## config.mk

```make
export PLATFORM = sky130hd
export DESIGN_NAME = rv_write_q
export DESIGN_NICKNAME = d
export VERILOG_FILES = /design/src/rtl/rv_write_q.sv
export SDC_FILE = /design/constraint.sdc
export NUM_CORES = 1
export LEC_CHECK = 0
export CORE_ASPECT_RATIO = 1.75
export CORE_MARGIN = 4
export CORE_UTILIZATION = 51
export DETAILED_ROUTE_END_ITERATION = 16
export DONT_BUFFER_PORTS = 1
export PLACE_DENSITY = 0.66
export SYNTH_ARGS = -nofsm -noshare
export SYNTH_HDL_FRONTEND = slang
export SYNTH_SLANG_ARGS = --single-unit
```

## constraint.sdc

```tcl
create_clock -name i_clk -period 6 [get_ports i_clk]
set_input_delay 0.9 -clock i_clk [delete_from_list [all_inputs] [get_ports i_clk]]
set_output_delay 0.9 -clock i_clk [all_outputs]
set_load 0.005 [all_outputs]
```

## src/rtl/rv_write_q.sv

```systemverilog
// rv_write_q: writeback stage with an in-order completion queue, load alignment and flushed-load discard.
// Optional macro RV_WRITE_MEM_FWD_EN forwards a head-matched memory response straight to writeback.
module rv_write_q #(
   parameter int XLEN   = 32,
   parameter int DEPTH  = 4,
   parameter int DROP_W = 5
) (
   input  logic            i_clk,
   input  logic            i_reset_n,
   input  logic            i_flush,
   input  logic            i_valid,
   output logic            o_ready,
   input  logic [2:0]      i_funct3,
   input  logic [XLEN-1:0] i_alu_result,
   input  logic [XLEN-1:0] i_alu_ext,
   input  logic            i_alu_is_ext,
   input  logic            i_reg_write,
   input  logic [4:0]      i_rd,
   input  logic [1:0]      i_res_src,
   input  logic            i_mem_valid,
   input  logic [XLEN-1:0] i_mem_data,
   output logic [XLEN-1:0] o_data,
   output logic [4:0]      o_rd,
   output logic            o_write_op,
   output logic            o_busy
);

   localparam int PW = $clog2(DEPTH);
   localparam int CW = $clog2(DEPTH + 1);
   localparam int LB = $clog2(XLEN / 8);
   // Result-source encoding; only the memory source marks a load.
   localparam logic [1:0] RES_SRC_MEMORY = 2'd1;

   logic [PW-1:0]     headPtr_q, headPtr_d, tailPtr_q, tailPtr_d;
   logic [CW-1:0]     count_q, count_d;
   logic [DROP_W-1:0] drop_q, drop_d;

   logic [2:0]        funct3_q  [DEPTH];
   logic [LB-1:0]     lane_q    [DEPTH];
   logic [XLEN-1:0]   res_q     [DEPTH];
   logic [XLEN-1:0]   memData_q [DEPTH];
   logic [4:0]        rd_q      [DEPTH];
   logic [DEPTH-1:0]  regWrite_q, isLoad_q, hasData_q;

   logic              matchFound;
   logic [PW-1:0]     matchIdx;
   logic [CW-1:0]     pendCnt;
   logic [PW-1:0]     scanIdx;
   logic              respTake, respDrop;
   logic              headReady, retire, enq;
   logic [XLEN-1:0]   rawWord;
   logic [DROP_W-1:0] dropAdd;

   function automatic logic [XLEN-1:0] alignLoad(input logic [XLEN-1:0] raw,
                                                 input logic [2:0]      f3,
                                                 input logic [LB-1:0]   lane);
      logic [XLEN-1:0] bSh, hSh, wSh;
      logic [LB-1:0]   hLane, wLane;
      hLane = lane & ~LB'(1);
      wLane = lane & ~LB'(3);
      bSh   = raw >> {lane, 3'b000};
      hSh   = raw >> {hLane, 3'b000};
      wSh   = raw >> {wLane, 3'b000};
      case (f3)
         3'b000:  alignLoad = XLEN'($signed(bSh[7:0]));
         3'b001:  alignLoad = XLEN'($signed(hSh[15:0]));
         3'b010:  alignLoad = XLEN'($signed(wSh[31:0]));
         3'b100:  alignLoad = XLEN'(bSh[7:0]);
         3'b101:  alignLoad = XLEN'(hSh[15:0]);
         3'b110:  alignLoad = (XLEN == 64) ? XLEN'(wSh[31:0]) : '0;
         3'b011:  alignLoad = (XLEN == 64) ? raw : '0;
         default: alignLoad = '0;
      endcase
   endfunction

   // Find the oldest load still waiting for data and count all such loads.
   always_comb begin
      matchFound = 1'b0;
      matchIdx   = headPtr_q;
      pendCnt    = '0;
      scanIdx    = '0;
      for (int i = 0; i < DEPTH; i++) begin
         scanIdx = headPtr_q + PW'(i);
         if ((CW'(i) < count_q) && isLoad_q[scanIdx] && !hasData_q[scanIdx]) begin
            pendCnt = pendCnt + CW'(1);
            if (!matchFound) begin
               matchFound = 1'b1;
               matchIdx   = scanIdx;
            end
         end
      end
   end

   always_comb begin
      respDrop = i_mem_valid && (drop_q != '0);
      respTake = i_mem_valid && (drop_q == '0) && matchFound;
      enq      = i_valid && o_ready && !i_flush;
`ifdef RV_WRITE_MEM_FWD_EN
      rawWord   = hasData_q[headPtr_q] ? memData_q[headPtr_q] : i_mem_data;
      headReady = (count_q != '0) && (!isLoad_q[headPtr_q] || hasData_q[headPtr_q] ||
                                      (respTake && (matchIdx == headPtr_q)));
`else
      rawWord   = memData_q[headPtr_q];
      headReady = (count_q != '0) && (!isLoad_q[headPtr_q] || hasData_q[headPtr_q]);
`endif
      retire     = headReady && !i_flush;
      o_write_op = retire && regWrite_q[headPtr_q];
      o_rd       = rd_q[headPtr_q];
      o_data     = isLoad_q[headPtr_q] ? alignLoad(rawWord, funct3_q[headPtr_q], lane_q[headPtr_q])
                                       : res_q[headPtr_q];
      o_ready    = (count_q != CW'(DEPTH));
      o_busy     = (count_q != '0) || (drop_q != '0);
   end

   // A response taken in the flush cycle already satisfied one pending load, so it is not re-counted.
   always_comb begin
      dropAdd   = DROP_W'(pendCnt) - DROP_W'(respTake);
      drop_d    = drop_q - DROP_W'(respDrop) + (i_flush ? dropAdd : '0);
      headPtr_d = headPtr_q + PW'(retire);
      tailPtr_d = tailPtr_q + PW'(enq);
      count_d   = count_q + CW'(enq) - CW'(retire);
      if (i_flush) begin
         headPtr_d = '0;
         tailPtr_d = '0;
         count_d   = '0;
      end
   end

   always_ff @(posedge i_clk or negedge i_reset_n) begin
      if (!i_reset_n) begin
         headPtr_q <= '0;
         tailPtr_q <= '0;
         count_q   <= '0;
         drop_q    <= '0;
      end else begin
         headPtr_q <= headPtr_d;
         tailPtr_q <= tailPtr_d;
         count_q   <= count_d;
         drop_q    <= drop_d;
      end
   end

   // Entry payload needs no reset: occupancy is tracked entirely by count/pointers.
   always_ff @(posedge i_clk) begin
      if (enq) begin
         funct3_q[tailPtr_q]   <= i_funct3;
         lane_q[tailPtr_q]     <= i_alu_result[LB-1:0];
         res_q[tailPtr_q]      <= i_alu_is_ext ? i_alu_ext : i_alu_result;
         rd_q[tailPtr_q]       <= i_rd;
         regWrite_q[tailPtr_q] <= i_reg_write;
         isLoad_q[tailPtr_q]   <= (i_res_src == RES_SRC_MEMORY);
         hasData_q[tailPtr_q]  <= 1'b0;
      end
      if (respTake) begin
         memData_q[matchIdx] <= i_mem_data;
         hasData_q[matchIdx] <= 1'b1;
      end
   end

`ifndef SYNTHESIS
   always_ff @(posedge i_clk) begin
      if (i_reset_n && i_mem_valid && (drop_q == '0))
         assert (matchFound);
   end
`endif

endmodule

```

== Word-level counts from Yosys, hierarchy flattened ==
Memory sizes are Yosys's and may differ from the RTL's.
Cells that the tools add are included.
Storage, ports and cells
  word-level logic and storage cells: 129
  flip-flop bits (word level): 24
  memory bits (read-only): 0
  RAM bits: 296
  bits in latches: 0
  bits of input ports: 113
  memories: 5
  output and inout port bits: 40
Memory list
  memData_q: words 4, width 32, rd ports 1, clocked after memory_dff 0, wr ports 1, RTL line 41  | logic [XLEN-1:0] memData_q [DEPTH];
  res_q: words 4, width 32, rd ports 1, clocked after memory_dff 0, wr ports 1, RTL line 40  | logic [XLEN-1:0] res_q [DEPTH];
  rd_q: words 4, width 5, rd ports 1, clocked after memory_dff 0, wr ports 1, RTL line 42  | logic [4:0] rd_q [DEPTH];
  funct3_q: words 4, width 3, rd ports 1, clocked after memory_dff 0, wr ports 1, RTL line 38  | logic [2:0] funct3_q [DEPTH];
  lane_q: words 4, width 2, rd ports 1, clocked after memory_dff 0, wr ports 1, RTL line 39  | logic [LB-1:0] lane_q [DEPTH];
Operators by class
  divide/modulo/power cells: 0
  reductions and logical operators: 30
  shift-type cells: 2
  muxes and demuxes: 51
  order comparisons: 12
  $mul: 0
  bitwise gates (word level): 3
  eq/ne operators: 6
  add/subtract/negate cells: 13
Operator list (count)
  32-bit case mux with 5 select lines: 1
  32-bit 2-to-1 mux: 2
  32-bit by 5-bit >> shifter with 16-bit output: 1
  32-bit by 5-bit >> shifter with 8-bit output: 1
  1-bit 2-to-1 mux: 20
  1-bit binary-select mux with 2-bit select: 9
  1-bit logical AND: 18
  2-bit by 3-bit less-than comparator with 1-bit output (second input constant): 6
  2-bit 2-to-1 mux: 8
  3-bit 2-to-1 mux: 4
  3-bit by 1-bit adder with 3-bit output (second input constant): 3
  4-bit bitwise mux: 2
  4-bit 2-to-1 mux: 2
  3-bit equality test (second input constant): 2
  1-bit zero test: 6
  1-bit by 3-bit less-than comparator with 1-bit output (first input constant): 2
  2-bit by 3-bit less-than comparator with 1-bit output (first input constant): 2
  5-bit adder: 1
  5-bit zero test: 1
  5-bit 2-to-1 mux: 1
  5-bit nonzero test: 1
  5-bit by 1-bit subtractor with 5-bit output: 1
  2-bit by 1-bit adder with 2-bit output: 2
  2-bit adder (second input constant): 2
  16 further kinds: 19

== Longest topological paths before layout ==
  depth in word-level cells: 17
  depth in mapped cells: 25
  mapped depth without buffers: 21

== Worst setup path after synthesis ==
Ideal clock, no wire load.
  path kind: reg-to-reg
  start point: register headPtr_q[0]
  end point: memory memData_q[1][0] (enable)
  data arrival time: 4287 ps
  setup time: 421 ps
  cell stages (with the launch flop): 15
  required time: 5579 ps
  clock period less this slack: 4708 ps
  setup slack: 1292 ps
  path buffers: 6
  path through: dfrtp_1 -> buf_6 -> buf_6 -> buf_4 -> buf_2 -> buf_2 -> mux4_2 -> o21ai_0 -> ha_1 -> clkbuf_1 -> nand2_1 -> o211ai_1 -> o32ai_1 -> a31o_2 -> nor2_1
Between the ends
  word-level cells in the longest chain between the ends: 11
  elaborated cells on any way between the ends: 44
  classes of those cells: add/sub (3); mux (28); reduce/logical (13)
RTL lines
  from (decl): RTL line 34  | logic [PW-1:0] headPtr_q, headPtr_d, tailPtr_q, tailPtr_d;
  from (signal assigned): RTL line 136  | headPtr_q <= headPtr_d;
  2-bit by 1-bit adder with 2-bit output or 1-bit binary-select mux with 2-bit select (tied branches): RTL line 83, 84
  1-bit binary-select mux with 2-bit select or 1-bit 2-to-1 mux (tied branches): RTL line 84  | if ((CW'(i) < count_q) && isLoad_q[scanIdx] && !hasData_q[scanIdx]) begin
  1-bit 2-to-1 mux (implied by the code) (tied with other cells): RTL line 84
  1-bit logical AND or 1-bit zero test (tied branches): RTL line 84
  1-bit logical AND or 1-bit 2-to-1 mux (tied branches): RTL line 84
  1-bit 2-to-1 mux or 2-bit 2-to-1 mux (tied branches): RTL line 84, 86
  1-bit 2-to-1 mux or 2-bit 2-to-1 mux (tied branches): RTL line 84
  1-bit 2-to-1 mux or 2-bit 2-to-1 mux (tied branches): RTL line 84, 86
  1-bit logical AND or 2-bit 2-to-1 mux (tied branches): RTL line 96, 84
  1-bit 2-to-1 mux or 2-bit 2-to-1 mux (tied branches): RTL line 154, 86
  1-bit 2-to-1 mux (implied by the code) or 2-bit 2-to-1 mux (tied branches): RTL line 155, 84
  to (decl): RTL line 41
Several ways; a longest one is shown, not always the timed one. The select of a mux whose other input is x is not followed.

== Worst setup path in the final report ==
  start point: register headPtr_q[1]
  end point: register drop_q[4]
Between the ends
  word-level cells in the longest chain between the ends: 14
  elaborated cells on any way between the ends: 46
  classes of those cells: add/sub (8); mux (25); reduce/logical (13)
RTL lines
  1-bit binary-select mux with 2-bit select: RTL line 84
  1-bit 2-to-1 mux (implied by the code): RTL line 84
  1-bit logical AND or 1-bit zero test (tied branches): RTL line 84
  1-bit logical AND: RTL line 84
  1-bit 2-to-1 mux: RTL line 84
  3-bit by 1-bit adder with 3-bit output: RTL line 85  | pendCnt = pendCnt + CW'(1);
  3-bit 2-to-1 mux: RTL line 84
  3-bit by 1-bit adder with 3-bit output: RTL line 85
  3-bit 2-to-1 mux: RTL line 84
  3-bit by 1-bit adder with 3-bit output: RTL line 85
  3-bit 2-to-1 mux: RTL line 84
  3-bit by 1-bit subtractor with 4-bit output (*): RTL line 117  | dropAdd = DROP_W'(pendCnt) - DROP_W'(respTake);
  5-bit 2-to-1 mux (*): RTL line 118  | drop_d = drop_q - DROP_W'(respDrop) + (i_flush ? dropAdd : '0);
  5-bit adder (*): RTL line 118
  named net drop_d[4]: RTL line 36  | logic [DROP_W-1:0] drop_q, drop_d;
  to (signal assigned): RTL line 139  | drop_q <= drop_d;
  to (decl): RTL line 36
Mark *: on every way through the listed nets, which the timed path passes. The rest lies on a longest branch. The select of a mux whose other input is x is not followed.
A chain may end at the register's enable or synchronous reset.

==> results_dict.tcl <==
set metrics [dict create \
    status "complete, no violations" \
    setup-violations-final 0 \
    synth.avg_cell_area_um2 18.27 \
    synth_area_um2 13760 \
    areaGrowthSynthToFinish_pct 9.050 \
    synthArstFlopShare_pct 3.750 \
    gp_congestion 0.8581 \
    row_count 79 \
    vias 6993 \
    wl_um 30090 \
    numCtsBuffers 28 \
    layout.nets 891 \
    post_cts_resized 0 \
    grt_max_degree 56 \
    htreeDepth 1 \
    power.density_nw_per_um2 389.4 \
    max_slew.worst_pin.slew_ns 1.036 \
    clockBufferDepth 3 \
    maxSlewHeadroom_pct 30.96 \
    grt_pass1_wl_um 46040 \
    post_cts_buffers 0 \
    synth_top_cell_area_share_pct 66.36 \
    drive_gt1_share_pct 23.04 \
    core_area_um2 26590 \
    wire_per_inst_um 27.33 \
    crit_fanout 36 \
    crit_slowest_cell "dfrtp_4" \
    cts_tree "done" \
    tns_ns 0 \
    cp_common_cell "ha_1" \
    viasPerCell 6.351 \
    io_buffers 0 \
    synth_seq_cells 320 \
    grt_pass1_vias 7568 \
    worstPathArrival_ns 5.29 \
    cts_hold_buf 0 \
    yosysWarnings 0 \
    antenna_left 0 \
    required_ns 6.45 \
    hp-class "in2async" \
    whs_ns 0.04165 \
    p_leak_nw 4.889 \
    max-cap-violations 0 \
    synthCells 753 \
    start_kind "flop" \
    clock-sinks 320 \
    clkLatencyLatePin_ns 0.55 \
    yosys-top-cells-area "edfxtp_1 66%, mux4_2 12%, mux2_2 2.8%, dfrtp_1 2.2%, ha_1 1.7%" \
    ir_worst_vdd_uv 291.3 \
    diodes 0 \
    clock_skew_ns 0.01266 \
    grt_setup_unrepaired "false" \
    grt_overflow 0 \
    io_pins 153 \
    crit_chain "inv_4 > mux4_2 > o21ai_0 > ha_1 > xnor2_1 > ha_1 > mux2i_1 > ha_1 > nand2b_1 > ha_1 > inv_1 > fa_1 > a21o_1 > a21oi_1 > xnor2_1 > xnor2_1" \
    start_util_pct 51.73 \
    drt_iter0_markers 523 \
    die_h_um 225.3 \
    hold_viol 0 \
    drt_first_pass_iters 5 \
    yosysSeqAreaShare_pct 69.13 \
    end_kind "flop" \
    hpwl_um 20200 \
    clkTransAtPathRegs_ns 0.06 \
    cts-root-buf "clkbuf_16" \
    fin_crit_sh_pct 80.60 \
    antenna_found_initial 0 \
    synth-edff-count 304 \
    die_area_um2 29770 \
    die_w_um 132.1 \
    clock.fmax_ghz 0.2068 \
    track_usage_pct 20.46 \
    maxSlewViolCount 0 \
    critPathMaxStageDelay_ns 0.70 \
    crit_type "reg2reg" \
    yosysTopAreaCell "edfxtp_1" \
    fin_crit_ns 4.836 \
    synthFlopType "edfxtp_1" \
    drc 0 \
    fin_util_pct 56.42 \
    synth_cell_type_count 58 \
    synthesis.nets 887 \
]
==> logic make-up after synthesis <==
group | after synthesis | share of synthesized area [%]
xor gates and xnor gates | 12 | 0.7640
adders and majority gates | 21 | 2.019
and+or+nand+nor | 123 | 4.639
buffers and inverters | 62 | 2.238
AOI/OAI and AO/OA | 83 | 3.948
DFF | 320 | 69.13
muxes | 132 | 17.26
==> state kept, by name (all words and copies together), names as in the netlist, 3 cells and up <==
| name | flops |
|---|---|
| res_q | 128 |
| lane_q | 8 |
| regWrite_q | 4 |
| count_q | 3 |
| hasData_q | 4 |
| memData_q | 128 |
| isLoad_q | 4 |
| funct3_q | 12 |
| rd_q | 20 |
| drop_q | 5 |
==> area by class of cell <==
cell class / instances / area [um^2]
tap: 324 / 405.4
clock inverter: 17 / 197.7
sequential: 320 / 9517
clock buffer: 33 / 719.4
inverter: 25 / 96.34
fill: 1958 / 11590
multi-input combinational: 371 / 3970
timing repair buffer: 11 / 95.09
==> metrics by stage <==
stage | setup slack, ns | instances | total power [mW] | cell area (um^2)
2_1_floorplan | 1.292 | 753 | 3.719 | 13760
3_3_place_gp | 1.653 | 1051 | 4.006 | 14080
3_5_place_dp | 1.301 | 1051 | 4.096 | 14080
4_1_cts | 1.266 | 1101 | 5.888 | 15000
5_1_grt | 0.9000 | 1101 | 6.119 | 15000
6_report | 1.164 | 1101 | 5.842 | 15000
==> placed cells by master, fill, tap and decap left out, types with 4 or more instances in the layout <==
cell type	netlist	layout
nand3_1	10	10
clkbuf_1	13	5
nand4_1	4	4
a21o_1	5	5
mux4_2	73	73
bufinv_16	0	4
nand2_1	43	43
edfxtp_1	304	304
inv_1	24	24
nor2b_1	11	11
dfxtp_1	4	4
mux2i_1	19	19
mux4_1	6	6
clkbuf_16	0	28
nand2b_1	7	7
o21ai_0	18	18
nor2_1	20	14
xnor2_1	8	8
xor2_1	4	4
dfrtp_1	12	10
a21oi_1	10	10
nor2_2	0	4
clkinv_1	0	5
clkinv_2	0	4
a22oi_1	25	25
ha_1	19	19
buf_4	3	10
mux2_2	34	34
o22ai_1	9	9
==> path summary, 6_finish.rpt <==
path | startpoint | slack (ns) | depth (start not counted) | endpoint
setup / recovery | headPtr_q[1]$_DFF_PN0_ | 1.16 | 16 | drop_q[4]$_DFF_PN0_
hold / removal | i_reset_n | 0.04 | 0 | tailPtr_q[1]$_DFF_PN0_
setup reg to reg | headPtr_q[1]$_DFF_PN0_ | 1.16 | 16 | drop_q[4]$_DFF_PN0_
hold reg to reg | hasData_q[0]$_DFF_P_ | 0.51 | 2 | hasData_q[0]$_DFF_P_
max in group asynchronous | i_reset_n | 5.88 | 0 | headPtr_q[1]$_DFF_PN0_
min in group i_clk | i_flush | 0.41 | 1 | headPtr_q[1]$_DFF_PN0_
==> power breakdown <==
group / switching (mW) / internal, mW / leakage, nW / total (mW)
registers: 0.0908 / 2.56 / 2.93 / 2.65
logic: 0.805 / 0.595 / 1.52 / 1.40
clock network: 0.762 / 1.03 / 0.438 / 1.79
total: 1.66 / 4.18 / 4.89 / 5.84
==> synth_stat cells, drive strengths merged, types with 2 or more instances <==
library cell  count
mux2             34
o31ai             2
fa                2
edfxtp          304
nand2            44
clkbuf           13
or2               2
a21oi            10
mux2i            19
o21ai            19
xnor2             8
a211oi            3
a21o              5
a31oi             2
nor3              4
nand2b            9
dfrtp            12
nor2             21
nand3b            2
and2              2
nand4             4
buf              24
dfxtp             4
nor2b            11
mux4             79
nand3            11
ha               19
a22oi            25
inv              25
o22ai             9
o211ai            2
xor2              4
nor4              3
and3              4
==> routing by layer <==
metal  vias up  track usage, %  wire [um]
met4         0           6.850        899
met5         -               0          0
met1      3620           23.94      10630
li1       3039               -          -
met2       284           37.41      16550
met3        50           4.401       2001
==> critical path, delay by kind of cell (launching register included) <==
family	cells	cell delay (ns)
fa+ha+maj	5	1.66
compound gates	3	0.58
xor+xnor	3	0.64
flops	1	0.70
mux	2	0.72
simple gates	1	0.15
buf+inv	2	0.27
Power figures use the tool's default switching activity.
